$ cat src/rtl/fp_pkg.sv
// fp_pkg: shared types and defaults for the fp_normalizer slice.
package fp_pkg;
  localparam int DEF_EXP_W = 8;
  localparam int DEF_MAN_W = 23;
  localparam logic [DEF_EXP_W-1:0] EXP_MAX = '1;
  typedef enum logic [1:0] {IDLE, SHIFT, DONE} fpState_t;
  typedef struct packed {
    logic sign;
    logic [DEF_EXP_W-1:0] exponent;
    logic [DEF_MAN_W-1:0] fraction;
  } fpWord_t;
endpackage

$ cat src/rtl/fp_pack.sv
// fp_pack: builds the packed IEEE-754 word, forcing infinity or zero from the flags.
module fp_pack import fp_pkg::*; #(
  parameter int EXP_W = DEF_EXP_W,
  parameter int MAN_W = DEF_MAN_W
) (
  input  logic             sign,
  input  logic [EXP_W-1:0] exponent,
  input  logic [MAN_W-1:0] fraction,
  input  logic             overflow,
  input  logic             underflow,
  output logic [EXP_W+MAN_W:0] word
);
  always_comb
    word = overflow  ? {sign, {EXP_W{1'b1}}, {MAN_W{1'b0}}} :
           underflow ? {sign, {(EXP_W+MAN_W){1'b0}}} :
                       {sign, exponent, fraction};
endmodule

$ cat src/rtl/fp_normalizer.sv
// fp_normalizer: normalizes a raw adder sum (carry/hidden/fraction) into a packed float,
// one left shift per cycle, with overflow saturation and underflow flush-to-zero.
module fp_normalizer import fp_pkg::*; #(
  parameter int EXP_W = DEF_EXP_W,
  parameter int MAN_W = DEF_MAN_W
) (
  input  logic                 clk,
  input  logic                 rst_n,
  input  logic                 in_valid,
  output logic                 in_ready,
  input  logic                 in_sign,
  input  logic [EXP_W-1:0]     in_exponent,
  input  logic [MAN_W+1:0]     in_mantissa,
  output logic                 out_valid,
  input  logic                 out_ready,
  output logic [EXP_W+MAN_W:0] out_result,
  output logic                 out_overflow,
  output logic                 out_underflow,
  output logic                 busy
);
  localparam logic [EXP_W-1:0] EXP_ONES = '1;
  fpState_t stateQ, stateD;
  logic signQ, signD, ovfQ, ovfD, unfQ, unfD;
  logic [EXP_W-1:0] expQ, expD, expInc;
  // Only the fraction is stored; the hidden bit is implied by reaching DONE.
  logic [MAN_W-1:0] manQ, manD;
  always_comb begin
    stateD = stateQ;
    signD = signQ;
    expD = expQ;
    manD = manQ;
    ovfD = ovfQ;
    unfD = unfQ;
    expInc = in_exponent + EXP_W'(1);
    case (stateQ)
      IDLE: if (in_valid) begin
        stateD = DONE;
        signD = in_sign;
        expD = in_exponent;
        manD = in_mantissa[MAN_W-1:0];
        ovfD = 1'b0;
        unfD = 1'b0;
        if (in_mantissa == '0) expD = '0;
        else if (in_exponent == EXP_ONES) ovfD = 1'b1;
        else if (in_mantissa[MAN_W+1]) begin
          expD = expInc;
          manD = in_mantissa[MAN_W:1];
          ovfD = expInc == EXP_ONES;
        end else if (!in_mantissa[MAN_W]) begin
          if (in_exponent == '0) unfD = 1'b1;
          else stateD = SHIFT;
        end
      end
      SHIFT: if (expQ == EXP_W'(1)) begin
        unfD = 1'b1;
        stateD = DONE;
      end else begin
        manD = manQ << 1;
        expD = expQ - EXP_W'(1);
        stateD = manQ[MAN_W-1] ? DONE : SHIFT;
      end
      DONE: if (out_ready) begin
        stateD = IDLE;
        ovfD = 1'b0;
        unfD = 1'b0;
      end
      default: stateD = IDLE;
    endcase
  end
  always_ff @(posedge clk or negedge rst_n)
    if (!rst_n) begin
      stateQ <= IDLE;
      signQ <= 1'b0;
      expQ <= '0;
      manQ <= '0;
      ovfQ <= 1'b0;
      unfQ <= 1'b0;
    end else begin
      stateQ <= stateD;
      signQ <= signD;
      expQ <= expD;
      manQ <= manD;
      ovfQ <= ovfD;
      unfQ <= unfD;
    end
  assign in_ready = stateQ == IDLE;
  assign busy = stateQ != IDLE;
  assign out_valid = stateQ == DONE;
  assign out_overflow = ovfQ;
  assign out_underflow = unfQ;
  fp_pack #(.EXP_W(EXP_W), .MAN_W(MAN_W)) pack (
    .sign(signQ),
    .exponent(expQ),
    .fraction(manQ),
    .overflow(ovfQ),
    .underflow(unfQ),
    .word(out_result)
  );
endmodule
$ cat config.mk
export PLATFORM = sky130hd
export DESIGN_NAME = fp_normalizer
export DESIGN_NICKNAME = d
export VERILOG_FILES = /design/src/rtl/fp_pkg.sv /design/src/rtl/fp_pack.sv /design/src/rtl/fp_normalizer.sv
export SDC_FILE = /design/constraint.sdc
export NUM_CORES = 1
export LEC_CHECK = 0
export BUFFER_PORTS_ARGS = -buffer_cell sky130_fd_sc_hd__buf_2
export CAP_MARGIN = 20
export CORE_MARGIN = 1.5
export CORE_UTILIZATION = 47
export CTS_BUF_LIST = sky130_fd_sc_hd__clkbuf_8
export DETAILED_ROUTE_END_ITERATION = 7
export GPL_TIMING_DRIVEN = 0
export PLACE_DENSITY = 0.73
export SLEW_MARGIN = 5
export SYNTH_ARGS = -nofsm -noshare
export SYNTH_HDL_FRONTEND = slang
export SYNTH_HIERARCHICAL = 1
export SYNTH_SLANG_ARGS = --single-unit
$ cat constraint.sdc
create_clock -name clk -period 2.6 [get_ports clk]
set_input_delay 0.39 -clock clk [delete_from_list [all_inputs] [get_ports clk]]
set_output_delay 0.39 -clock clk [all_outputs]
set_load 0.1 [all_outputs]
# Word-level counts from Yosys, hierarchy flattened
# Index checks and enable logic that the tools add are counted.
dict set report op_classes {
  n_addsub 2
  n_mux 38
  n_reduce_logical 12
  n_eq_ne 9
}
# cell n
set op_table {}
lappend op_table {{2-to-1 mux 23 bit} 5}
lappend op_table {{2-to-1 mux 31 bit} 2}
lappend op_table {{one-hot mux 23 bit (2 select lines)} 1}
lappend op_table {{2-to-1 mux 8 bit} 5}
lappend op_table {{logical NOT 25 bit} 1}
lappend op_table {{2-to-1 mux 2 bit} 9}
lappend op_table {{== test 8 bit (second input constant)} 2}
lappend op_table {{one-hot mux 8 bit (2 select lines)} 1}
lappend op_table {{2-to-1 mux 1 bit} 12}
lappend op_table {{adder 8 x 1 -> 8 bit (second input constant)} 1}
lappend op_table {{== test 8 x 1 -> 1 bit (second input constant)} 1}
lappend op_table {{logical NOT 8 bit} 1}
lappend op_table {{subtractor 8 x 1 -> 8 bit (second input constant)} 1}
lappend op_table {{inequality test 2 bit (second input constant)} 3}
lappend op_table {{one-hot mux 2 bit (3 select lines)} 1}
lappend op_table {{AND reduction 3 bit} 2}
lappend op_table {{nonzero test 2 bit} 3}
lappend op_table {{AND reduction 2 bit} 2}
lappend op_table {{AND reduction 4 bit} 1}
lappend op_table {{one-hot mux 1 bit (3 select lines)} 1}
lappend op_table {{nonzero test 3 bit} 1}
lappend op_table {{== test 2 x 1 -> 1 bit (second input constant)} 1}
lappend op_table {{== test 2 bit (second input constant)} 1}
lappend op_table {{logical NOT 2 bit} 1}
lappend op_table {{other kinds (2)} 2}
dict set report word_totals {
  inputBits 38
  word_cells 67
  ff_bits 36
  output_inout_bits 37
}

# Longest topological paths before layout
# Gate-level depths: netlist (run 1).
dict set report depth {
  ltp_word 8
  ltp_mapped 9
  mapped_depth_nobuf 7
}

# Cells and area by module
# Netlist (run 1), hierarchy kept.
# mod cells_each instances area_per_inst_um2
set modules_own_cells {}
lappend modules_own_cells {fp_normalizer 317 1 2533.7}
lappend modules_own_cells {fp_pack 37 1 282.8}

# Least setup slack after synthesis (run 1)
# No wires, ideal clock.
dict set report synth_path {
  kind {reg2reg}
  from {register stateQ[0]}
  to {register manQ[10]}
  path_buffers 1
  path_stages_with_launch 9
  arrival_time_ns 3.196
  setup_ns 0.125
  slack_ns -0.721
  required_ns 2.475
  cell_sequence {dfrtp_1 inv_1 ha_1 inv_1 a21boi_0 nor2_1 clkbuf_1 a21oi_1 o31ai_1}
}
dict set report synth_between {
  elab_chain_cells 3
  word_cells_on_any_way 7
  cone_classes {eq/ne: 3; mux: 1; reduce/logical: 3}
}
# element line_no
set synth_rtl {}
lappend synth_rtl {{start: declaration} fp_normalizer.sv:22} ;# fpState_t stateQ, stateD;
lappend synth_rtl {{start signal: assignment} fp_normalizer.sv:79} ;# stateQ <= stateD;
lappend synth_rtl {{logical NOT 2 bit *} n/a}
lappend synth_rtl {{via in_ready} fp_normalizer.sv:10} ;# output logic in_ready,
lappend synth_rtl {{inequality test 2 bit (no source line) / nonzero test 2 bit (equally long branches)} n/a}
lappend synth_rtl {{AND reduction 3 bit (no source line)} n/a}
lappend synth_rtl {{end signal: assignment} fp_normalizer.sv:82} ;# manQ <= manD;
lappend synth_rtl {{end: declaration} fp_normalizer.sv:26} ;# logic [MAN_W-1:0] manQ, manD;
# The timed path passes the listed nets; every way through them passes the cells marked *.
# A chain may end at the register's enable or synchronous reset.

# Final worst setup path (run 1)
dict set report layout_path {
  from {register expQ[4]}
  to {register expQ[5]}
}
dict set report layout_between {
  elab_chain_cells 3
  word_cells_on_any_way 6
  cone_classes {add/sub: 1; eq/ne: 2; mux: 2; reduce/logical: 1}
}
# element line_no
set layout_rtl {}
lappend layout_rtl {{start: declaration} fp_normalizer.sv:24} ;# logic [EXP_W-1:0] expQ, expD, expInc;
lappend layout_rtl {{start signal: assignment} fp_normalizer.sv:81} ;# expQ <= expD;
lappend layout_rtl {{subtractor 8 x 1 -> 8 bit / == test 8 x 1 -> 1 bit (equally long branches)} {fp_normalizer.sv:59, fp_normalizer.sv:54}}
lappend layout_rtl {{2-to-1 mux 8 bit / inequality test 2 bit (equally long branches)} n/a}
lappend layout_rtl {{one-hot mux 8 bit (2 select lines) / AND reduction 3 bit (equally long branches)} n/a}
# Several ways; a longest one is shown, not always the timed one. The select of a mux whose other input is x is not followed.

==> results of run 1 <==
-- layer usage --
metal | GRT usage [%] | vias to the layer above | wire, µm | part of all wire (%)
li1 | - | 1468 | - | -
met1 | 34.0 | 1446 | 3460 | 43
met2 | 45.9 | 134 | 4040 | 50
met3 | 3.64 | 12 | 506 | 6.2
met4 | 9.31 | 0 | 125 | 1.5
met5 | 0 | - | 0 | 0
-- logic make-up after synthesis --
logic type / share of synthesized area, %
and+or+nand+nor: 31.1
AOI/OAI and AO/OA: 24.2
buffers and inverters: 6.09
DFF: 32.0
adders and majority gates: 3.55
muxes: 1.87
xor gates and xnor gates: 1.24
-- sequential cells by signal (all words and copies together) (netlist names) --
name and flops:
stateQ 2, expQ 8, signQ 1, out_overflow 1
manQ 23, out_underflow 1
-- cell usage after synthesis (3+ instances only) --
cell / number
a31oi_1: 3
buf_2: 5
buf_6: 3
or3_1: 3
o41ai_1: 3
nand3_1: 10
a21o_2: 8
nand2_1: 30
o31ai_1: 23
and2_1: 13
ha_1: 8
nor3_1: 52
mux2i_1: 3
o21ai_0: 11
and2_2: 10
a21oi_1: 34
nand2b_1: 3
nor2_1: 16
nor4_1: 9
inv_1: 12
nand4_1: 4
clkbuf_1: 16
dfrtp_1: 36
-- cell usage in the layout, fill, tap and decap left out, types with 3 or more instances in the layout --
master / instances
nand2_1: 30
inv_1: 13
nor2_1: 16
and2_2: 10
a31oi_1: 3
buf_6: 3
nor3_1: 52
nor4_1: 9
mux2i_1: 3
o31ai_1: 23
or3_1: 3
dfrtp_1: 36
and2_1: 13
ha_1: 7
nand2b_1: 3
buf_2: 77
clkbuf_8: 6
nand4_1: 4
o21ai_0: 11
nand3_1: 10
a21o_2: 8
o41ai_1: 3
a21oi_1: 34
clkbuf_1: 14
-- area by class of cell --
class / instances / area [µm²] / area share [%]
multi-input cells: 281 / 1760 / 52.1
repair buffers: 72 / 360 / 10.6
plain buffers: 25 / 129 / 3.80
flip-flops and latches: 36 / 901 / 26.6
clock inverters: 2 / 7.51 / 0.222
clock buffers: 6 / 82.6 / 2.44
well taps: 75 / 93.8 / 2.77
inverters: 12 / 48.8 / 1.44
-- how the worst max path moves through the flow --
stage | start | to | slack, ps | depth (start not counted)
2_1_floorplan | stateQ[0]$_DFFE_PN0P_ | manQ[10]$_DFFE_PN0P_ | 80 | 8
3_3_place_gp | in_exponent[1] | manQ[18]$_DFFE_PN0P_ | -0.4 | 8
3_5_place_dp | in_exponent[1] | manQ[14]$_DFFE_PN0P_ | -90 | 8
4_1_cts | in_exponent[1] | manQ[18]$_DFFE_PN0P_ | 200 | 8
5_1_grt | stateQ[1]$_DFFE_PN0P_ | stateQ[1]$_DFFE_PN0P_ | 80 | 7
6_report | expQ[4]$_DFFE_PN0P_ | expQ[5]$_DFFE_PN0P_ | 240 | 5
-- timing repair --
item	4_1_cts	5_1_grt
setup endpoints to repair	0	9
hold endpoints to repair	0	0
setup buffers	0	0
gates resized for setup	0	6
-- through the flow --
stage	instance area [µm²]	cells	hold slack, ps	setup WS [ps]
detailed placement	3290	501	490	-94.7
finish	3390	509	202	240
CTS	3380	509	228	200
floorplan	2830	354	94.4	81.4
global route	3390	509	270	75.9
global placement	3290	501	488	-0.362
-- worst reg2reg max path: cells and delay by family (launching register included) --
kind	cells	cell delay, ps
AO/OA/AOI/OAI	2	680
flip-flops	1	460
AND/OR/NAND/NOR	3	1110
==> flow_summary_export.csv, run 1 <==
group,metric,value,unit
outcome,outcome,"finished, final reports clean",
worst_setup_path,critPathArrivalTime,2530,ps
place,hpwl,6030,µm
drt,ant_nets,0,
timing,final.min_clock_period,2360,ps
yosys,synth_edf_count,0,
clock_tree,numCtsBuffers,5,
timing,tightest_slew,845,ps
drt,drt-pass1-iter-count,5,
grt,antenna_found_initial,0,
timing,slew_headroom,43.7,%
grt,grt_max_degree,37,
die,start_util,48.1,%
place,gp_congestion,0.900,
clock_tree,htreeDepth,2,
layout,area_growth,20.3,%
yosys,yosys_warnings,6,
drt,drc,0,
grt,grt_remaining_overflow,0,
timing,fmax,0.424,GHz
yosys,postSynth.asyncResetShare,100,%
clock_tree,cts_tree,"done",
die,die_h,80.4,µm
worst_setup_path,cp_slowest_cell,"or4_4",
timing,setup_viol,0,
timing,fin_skew,8.87,ps
drt,drtIter0Drc,184,
clock_tree,clk_path_buf_depth,2,
die,io_pins,75,
drt,vias,3060,
yosys,ys.flop_type,"dfrtp_1",
die,core,5850,µm²
timing,hold_viol,0,
grt,grt_pass1_vias,2913,
yosys,postSynthAreaPerCell,7.96,µm²
drt,wl,8130,µm
timing,fin_setup_tns,0,ps
worst_setup_path,start_kind,"register",
worst_setup_path,crit_chain,"or4_4, or3_4, o21ai_4, nor3_1, a221o_1",
clock_tree,cts_num_sinks,36,
yosys,ys_ff_latch,36,
worst_setup_path,crit_fanout,10,
yosys,yosysSeqAreaShare,32.0,%
drt,viasPerCell,6.01,
worst_setup_path,r2r.worst_path.cells,5,
clock_tree,clock-root-buffer,"clkbuf_8",
layout,diodes,0,
yosys,synth_cell_types,53,
yosys,yosysTopAreaCellShare,32.0,%
yosys,synth_nets,400,
timing,rsz0062_at_grt,"no",
yosys,synth_area,2820,µm²
worst_setup_path,rrSetupSlack,240,ps
run,max-cap-violations,0,
clock_tree,clk_pin_slew,70,ps
die,fp-row-count,28,
place,io_buffers,72,
grt,grt_pass1_wl,13600,µm
timing,period_share,90.8,%
worst_setup_path,r2r-start,"expQ[4]$_DFFE_PN0P_",
worst_setup_path,critPathTopFamily,"simple AND/OR/NAND/NOR gates",
die,die_w,80.4,µm
worst_setup_path,worst-path-buf-inv,0,
layout,post-route-util,57.9,%
yosys,synth.top_cells.by_area,"dfrtp_1, nor3_1, o31ai_1",
worst_setup_path,cp.required,2770,ps
layout,nFillCells,564,
yosys,syn_inst,354,
hold_path,min_path_type,"in -> async",
worst_setup_path,cpPeakStageDelay,570,ps
layout,drive_above_1_share,28.1,%
clock_tree,clock_latency,290,ps
die,fp.dieArea,6470,µm²
yosys,yosys.area.top_type,"dfrtp_1",
timing,drv_slew,0,
worst_setup_path,cp-end-kind,"register",
clock_tree,hold_buffers,0,
drt,wl_per_cell,16.0,µm
worst_setup_path,reg2reg_to,"expQ[5]$_DFFE_PN0P_",
grt,grt_usage,26.7,%
layout,fin_nets,479,
worst_setup_path,worst-setup-path-type,"reg -> reg",
Power of run 1 is not shown: default switching activity piles up to over one toggle a cycle in this logic, so the estimate is an artifact.
==> inputs of run 2 (changes only) <==
==> constraint.sdc (replaced) <==
create_clock -name clk -period 2.9 [get_ports clk]
set_input_delay 0.435 -clock clk [delete_from_list [all_inputs] [get_ports clk]]
set_output_delay 0.435 -clock clk [all_outputs]
set_load 0.1 [all_outputs]
==> run 2 against run 1 <==
  * First-iteration DRC count decreased by 17%
  * Register-to-register slack improved by 200 ps
  * Setup slack better by 130 ps
  * Count of clock-buffer cells in the layout down 1
==> flow_summary_export.csv, run 2 (synthesized netlist as in run 1, its figures left out) <==
group,metric,value,unit
drt,ant_nets,0,
worst_setup_path,cp.required,3090,ps
timing,rsz0062_at_grt,"no",
die,core,5850,µm²
clock_tree,clock_latency,290,ps
worst_setup_path,cp_slowest_cell,"o21ai_1",
layout,final_cell_mix,"buf_2, nor3_1, dfrtp_1",
worst_setup_path,r2r-start,"stateQ[1]$_DFFE_PN0P_",
clock_tree,cts_num_sinks,36,
drt,wl_per_cell,16.1,µm
grt,grt_remaining_overflow,0,
worst_setup_path,cpPeakStageDelay,780,ps
timing,fmax,0.395,GHz
layout,post-route-util,57.3,%
layout,reg.largest.list,"manQ x23, expQ x8, stateQ x2",
die,io_pins,75,
worst_setup_path,critPathArrivalTime,2720,ps
worst_setup_path,crit_start,"in_exponent[1]",
worst_setup_path,cp-end-kind,"register",
clock_tree,cts_tree,"done",
run,max-cap-violations,0,
die,die_h,80.4,µm
layout,seq_area,901,µm²
hold_path,min_path_type,"in -> async",
timing,fin_skew,7.38,ps
worst_setup_path,worst-setup-path-type,"in -> reg",
drt,vias,3012,
worst_setup_path,critPathTopFamily,"compound AO/OA/AOI/OAI gates",
clock_tree,htreeDepth,2,
place,hpwl,6050,µm
timing,layout_setup_ws,370,ps
place,dp_slack,144,ps
worst_setup_path,r2r.worst_path.cells,8,
worst_setup_path,worst_path_most_repeated_cell,"buf_2",
layout,largest_register,"manQ",
worst_setup_path,crit_fanout,10,
layout,area_growth,19.0,%
drt,drc,0,
worst_setup_path,crit_chain,"buf_2, ha_1, buf_2, nand4_1, o21ai_1, clkbuf_1, nor3_1, o31ai_1",
clock_tree,cts_resized,0,
layout,layout_commonest_cell,"buf_2",
layout,nFillCells,569,
clock_tree,clock-root-buffer,"clkbuf_8",
timing,drv_slew,0,
place,io_buffers,72,
die,start_util,48.1,%
layout,drive_above_1_share,27.0,%
die,fp.dieArea,6470,µm²
timing,slew_headroom,39.8,%
worst_setup_path,path_depth,8,
grt,grt_pass1_wl,13600,µm
timing,setup_viol,0,
grt,grt_max_degree,37,
outcome,outcome,"finished, final reports clean",
drt,viasPerCell,5.93,
drt,drtIter0Drc,152,
worst_setup_path,worst-path-buf-inv,3,
timing,tightest_slew,897,ps
layout,multi_input_area,1750,µm²
timing,hold_slack,238,ps
die,fp-row-count,28,
clock_tree,hold_buffers,0,
grt,antenna_found_initial,0,
timing,period_share,87.2,%
die,die_w,80.4,µm
clock_tree,post_cts_buffers,0,
clock_tree,numCtsBuffers,5,
timing,final.min_clock_period,2530,ps
layout,diodes,0,
grt,grt_usage,26.8,%
layout,fin_nets,479,
layout,largest_reg_flops,23,
clock_tree,clk_path_buf_depth,2,
place,gp_congestion,0.888,
timing,hold_viol,0,
clock_tree,clk_pin_slew,70,ps
grt,grt_pass1_vias,2814,
drt,wl,8160,µm
worst_setup_path,start_kind,"input port",
timing,fin_setup_tns,0,ps
drt,drt-pass1-iter-count,5,
==> run 2: cell types whose count changed in the layout (fill, tap and decap cells not counted), moves of 2 or more <==
cell | previous run | this run
o21ai_1 | 0 | 2
clkbuf_2 | 2 | 0
o21ai_2 | 2 | 0
clkbuf_1 | 14 | 16
==> run 2: area by class of cell <==
class | instances | area share, %
sequential | 36 | 26.9
buffer | 25 | 3.77
multi-input combinational | 281 | 52.1
tap | 75 | 2.80
clock inverter | 2 | 0.261
clock buffer | 5 | 2.05
timing repair buffer | 72 | 10.8
inverter | 12 | 1.34
==> run 2: worst register-to-register path, cell delays in order, from the launching register on <==
cell and delay, ps:
dfrtp_1 400, inv_1 90, ha_1 140, clkbuf_1 240
a21boi_0 300, nor2_1 350, clkbuf_1 410, a21oi_1 130
o31ai_1 290
==> run 2: final timing paths <==
path                                              to  slack, ps
worst max-delay path             manQ[9]$_DFFE_PN0P_        370
worst min-delay path             manQ[6]$_DFFE_PN0P_        240
worst max register to register   manQ[9]$_DFFE_PN0P_        440
worst min register to register  manQ[12]$_DFFE_PN0P_        510
max in group asynchronous        manQ[0]$_DFFE_PN0P_       2140
min in group clk                   signQ$_DFFE_PN0P_        380
==> run 2: metrics by stage <==
| stage | instances | instance area (µm²) |
|---|---|---|
| detailed placement | 501 | 3270 |
| finish | 508 | 3350 |
| global placement | 501 | 3270 |
| floorplan | 354 | 2820 |
| global route | 508 | 3350 |
| CTS | 508 | 3350 |
==> run 2: routing by layer <==
metal | up-vias | GRT usage (%) | part of all wire (%)
li1 | 1475 | - | -
met2 | 142 | 46.4 | 49
met1 | 1387 | 35.1 | 43
met3 | 8 | 3.41 | 6.7
met4 | 0 | 6.72 | 1.2
met5 | - | 0 | 0
Power of run 2 is left out for the same reason.
==> inputs of run 3 (changes only) <==
--- a/config.mk
+++ b/config.mk
@@ -5,14 +5,15 @@
 export SDC_FILE = /design/constraint.sdc
 export NUM_CORES = 1
 export LEC_CHECK = 0
+export ABC_AREA = 1
 export BUFFER_PORTS_ARGS = -buffer_cell sky130_fd_sc_hd__buf_2
-export CAP_MARGIN = 20
+export CAP_MARGIN = 0
 export CORE_MARGIN = 1.5
 export CORE_UTILIZATION = 47
 export CTS_BUF_LIST = sky130_fd_sc_hd__clkbuf_8
 export DETAILED_ROUTE_END_ITERATION = 7
 export GPL_TIMING_DRIVEN = 0
-export PLACE_DENSITY = 0.73
+export PLACE_DENSITY = 0.72
 export SLEW_MARGIN = 5
 export SYNTH_ARGS = -nofsm -noshare
 export SYNTH_HDL_FRONTEND = slang
==> run 3 against run 2 <==
  * Synthesized cell count increased by 37%
  * Flip-flop and latch count stayed put
  * Register-to-register slack better by 480 ps
  * Worst hold slack improved by 9.1 ps
==> flow_summary_export.csv, run 3 <==
group,metric,value,unit
timing,slew_headroom,42.3,%
clock_tree,post_cts_buffers,0,
outcome,outcome,"finished, final reports clean",
worst_setup_path,cpPeakStageDelay,430,ps
timing,final.min_clock_period,2010,ps
layout,final_cell_mix,"nor2_1, nand2_1, buf_2",
drt,drtIter0Drc,204,
timing,fmax,0.498,GHz
worst_setup_path,start_kind,"register",
drt,viasPerCell,5.24,
worst_setup_path,r2r.worst_path.cells,7,
layout,diodes,0,
clock_tree,cts_resized,0,
drt,wl,8530,µm
clock_tree,clk_path_buf_depth,2,
worst_setup_path,worst-setup-path-type,"reg -> out",
clock_tree,clk_pin_slew,80,ps
worst_setup_path,crit_chain,"inv_2, buf_6, nand2_1, nor2_1, buf_2",
layout,area_growth,19.8,%
layout,largest_reg_flops,23,
yosys,synth_area,2990,µm²
die,fp.dieArea,6840,µm²
yosys,synth_cell_types,31,
drt,drc,0,
place,hpwl,6310,µm
yosys,postSynthAreaPerCell,6.15,µm²
yosys,synth_nets,532,
worst_setup_path,r2r-start,"stateQ[0]$_DFFE_PN0P_",
timing,drv_slew,0,
hold_path,min_path_type,"in -> async",
clock_tree,cts_num_sinks,36,
yosys,ys.flop_type,"dfrtp_1",
yosys,synth.top_cells.by_area,"dfrtp_1, nor2_1, nand2_1",
grt,grt_pass1_vias,2772,
layout,reg.largest.list,"manQ x23, expQ x8, stateQ x2",
worst_setup_path,cp_slowest_cell,"buf_2",
timing,period_share,69.2,%
timing,tightest_slew,866,ps
worst_setup_path,cp-end-kind,"primary output",
drt,drt-pass1-iter-count,5,
clock_tree,clock-root-buffer,"clkbuf_8",
worst_setup_path,crit_fanout,10,
die,io_pins,75,
timing,setup_viol,0,
clock_tree,hold_buffers,0,
yosys,yosys_warnings,6,
yosys,synth_most_common_cell,"nor2_1",
place,io_buffers,74,
clock_tree,cts_tree,"done",
worst_setup_path,critPathArrivalTime,1570,ps
grt,grt_pass1_wl,13300,µm
worst_setup_path,cp.required,2470,ps
yosys,synth_edf_count,0,
grt,grt_max_degree,37,
drt,ant_nets,0,
worst_setup_path,reg2reg_to,"manQ[5]$_DFFE_PN0P_",
yosys,netlist_top_cells_count,"nor2_1, nand2_1, inv_1",
clock_tree,numCtsBuffers,5,
drt,vias,3370,
layout,drive_above_1_share,20.8,%
grt,grt_remaining_overflow,0,
grt,grt_usage,25.4,%
layout,nFillCells,620,
die,start_util,49.6,%
layout,largest_register,"manQ",
drt,wl_per_cell,13.3,µm
grt,antenna_found_initial,0,
yosys,ys_ff_latch,36,
worst_setup_path,crit_start,"out_underflow$_DFFE_PN0P_",
layout,layout_commonest_cell,"nor2_1",
layout,fin_nets,613,
clock_tree,htreeDepth,2,
yosys,yosysTopAreaCellShare,30.2,%
yosys,syn_inst,486,
die,core,6030,µm²
die,die_h,82.7,µm
timing,fin_skew,8.27,ps
worst_setup_path,rrSetupSlack,920,ps
place,gp_congestion,0.897,
clock_tree,clock_latency,300,ps
timing,hold_slack,247,ps
die,die_w,82.7,µm
yosys,yosys.area.top_type,"dfrtp_1",
die,fp-row-count,28,
timing,rsz0062_at_grt,"no",
yosys,yosysSeqAreaShare,30.2,%
timing,fin_setup_tns,0,ps
run,max-cap-violations,0,
worst_setup_path,crit_end,"out_result[1]",
yosys,postSynth.asyncResetShare,100,%
timing,hold_viol,0,
## run 3: cell count changes in the layout (fill, tap and decap cells not counted), moves of 9 or more
cell and delta:
o21ai_0 +19, and2_2 -10, nor4_1 -9, inv_1 +32
clkbuf_1 -11, and2_1 -12, nor3_1 -51, nand2_1 +81
nor2_1 +106, o31ai_1 -23, o22ai_1 +21
## run 3: layer usage
layer / track usage (%) / routed length, µm / up-vias
met1: 37.5 / 4230 / 1543
met2: 38.9 / 3740 / 112
met3: 3.41 / 501 / 6
met4: 6.33 / 62 / 0
met5: 0 / 0 / -
li1: - / - / 1709
## run 3: worst min-delay path by stage
stage,endpoint,slack [ps],cells past startpoint
floorplan,expQ[0]$_DFFE_PN0P_,140,0
global placement,signQ$_DFFE_PN0P_,490,1
detailed placement,signQ$_DFFE_PN0P_,510,1
CTS,expQ[3]$_DFFE_PN0P_,280,1
global route,expQ[3]$_DFFE_PN0P_,320,1
finish,manQ[18]$_DFFE_PN0P_,250,1
## run 3: metrics by stage
| step | instance area (µm²) | cells | worst slack (ps) | util, % |
|---|---|---|---|---|
| global placement | 3450 | 635 | 958 | 57.3 |
| detailed placement | 3450 | 635 | 934 | 57.3 |
| finish | 3580 | 643 | 894 | 59.4 |
| floorplan | 2990 | 486 | 46.1 | - |
| CTS | 3580 | 643 | 894 | 59.4 |
| global route | 3580 | 643 | 780 | 59.4 |
## run 3: kinds of logic after synthesis
kind of cell	Yosys count	synth area share [%]
buf+inv	73	11.3
xor+xnor	4	1.42
fa+ha+maj	8	3.35
simple gates	268	36.0
flops	36	30.2
compound gates	96	17.4
mux	1	0.377
## run 3: final cells by class
type / count / area [µm²] / share of cell area (%)
Multi-Input combinational cell: 377 / 1750 / 48.9
Sequential cell: 36 / 901 / 25.2
Timing Repair Buffer: 74 / 370 / 10.3
Inverter: 50 / 188 / 5.24
Buffer: 23 / 150 / 4.19
Clock buffer: 7 / 96.3 / 2.69
Tap cell: 75 / 93.8 / 2.62
Clock inverter: 1 / 30.0 / 0.839
## run 3: worst max-delay path: cells and delay by family, from the launching register on
kind                   cells  cell delay (ps)
buffers and inverters      3              710
flip-flops                 1              420
AND/OR/NAND/NOR            2              150
Power of run 3 is left out for the same reason.
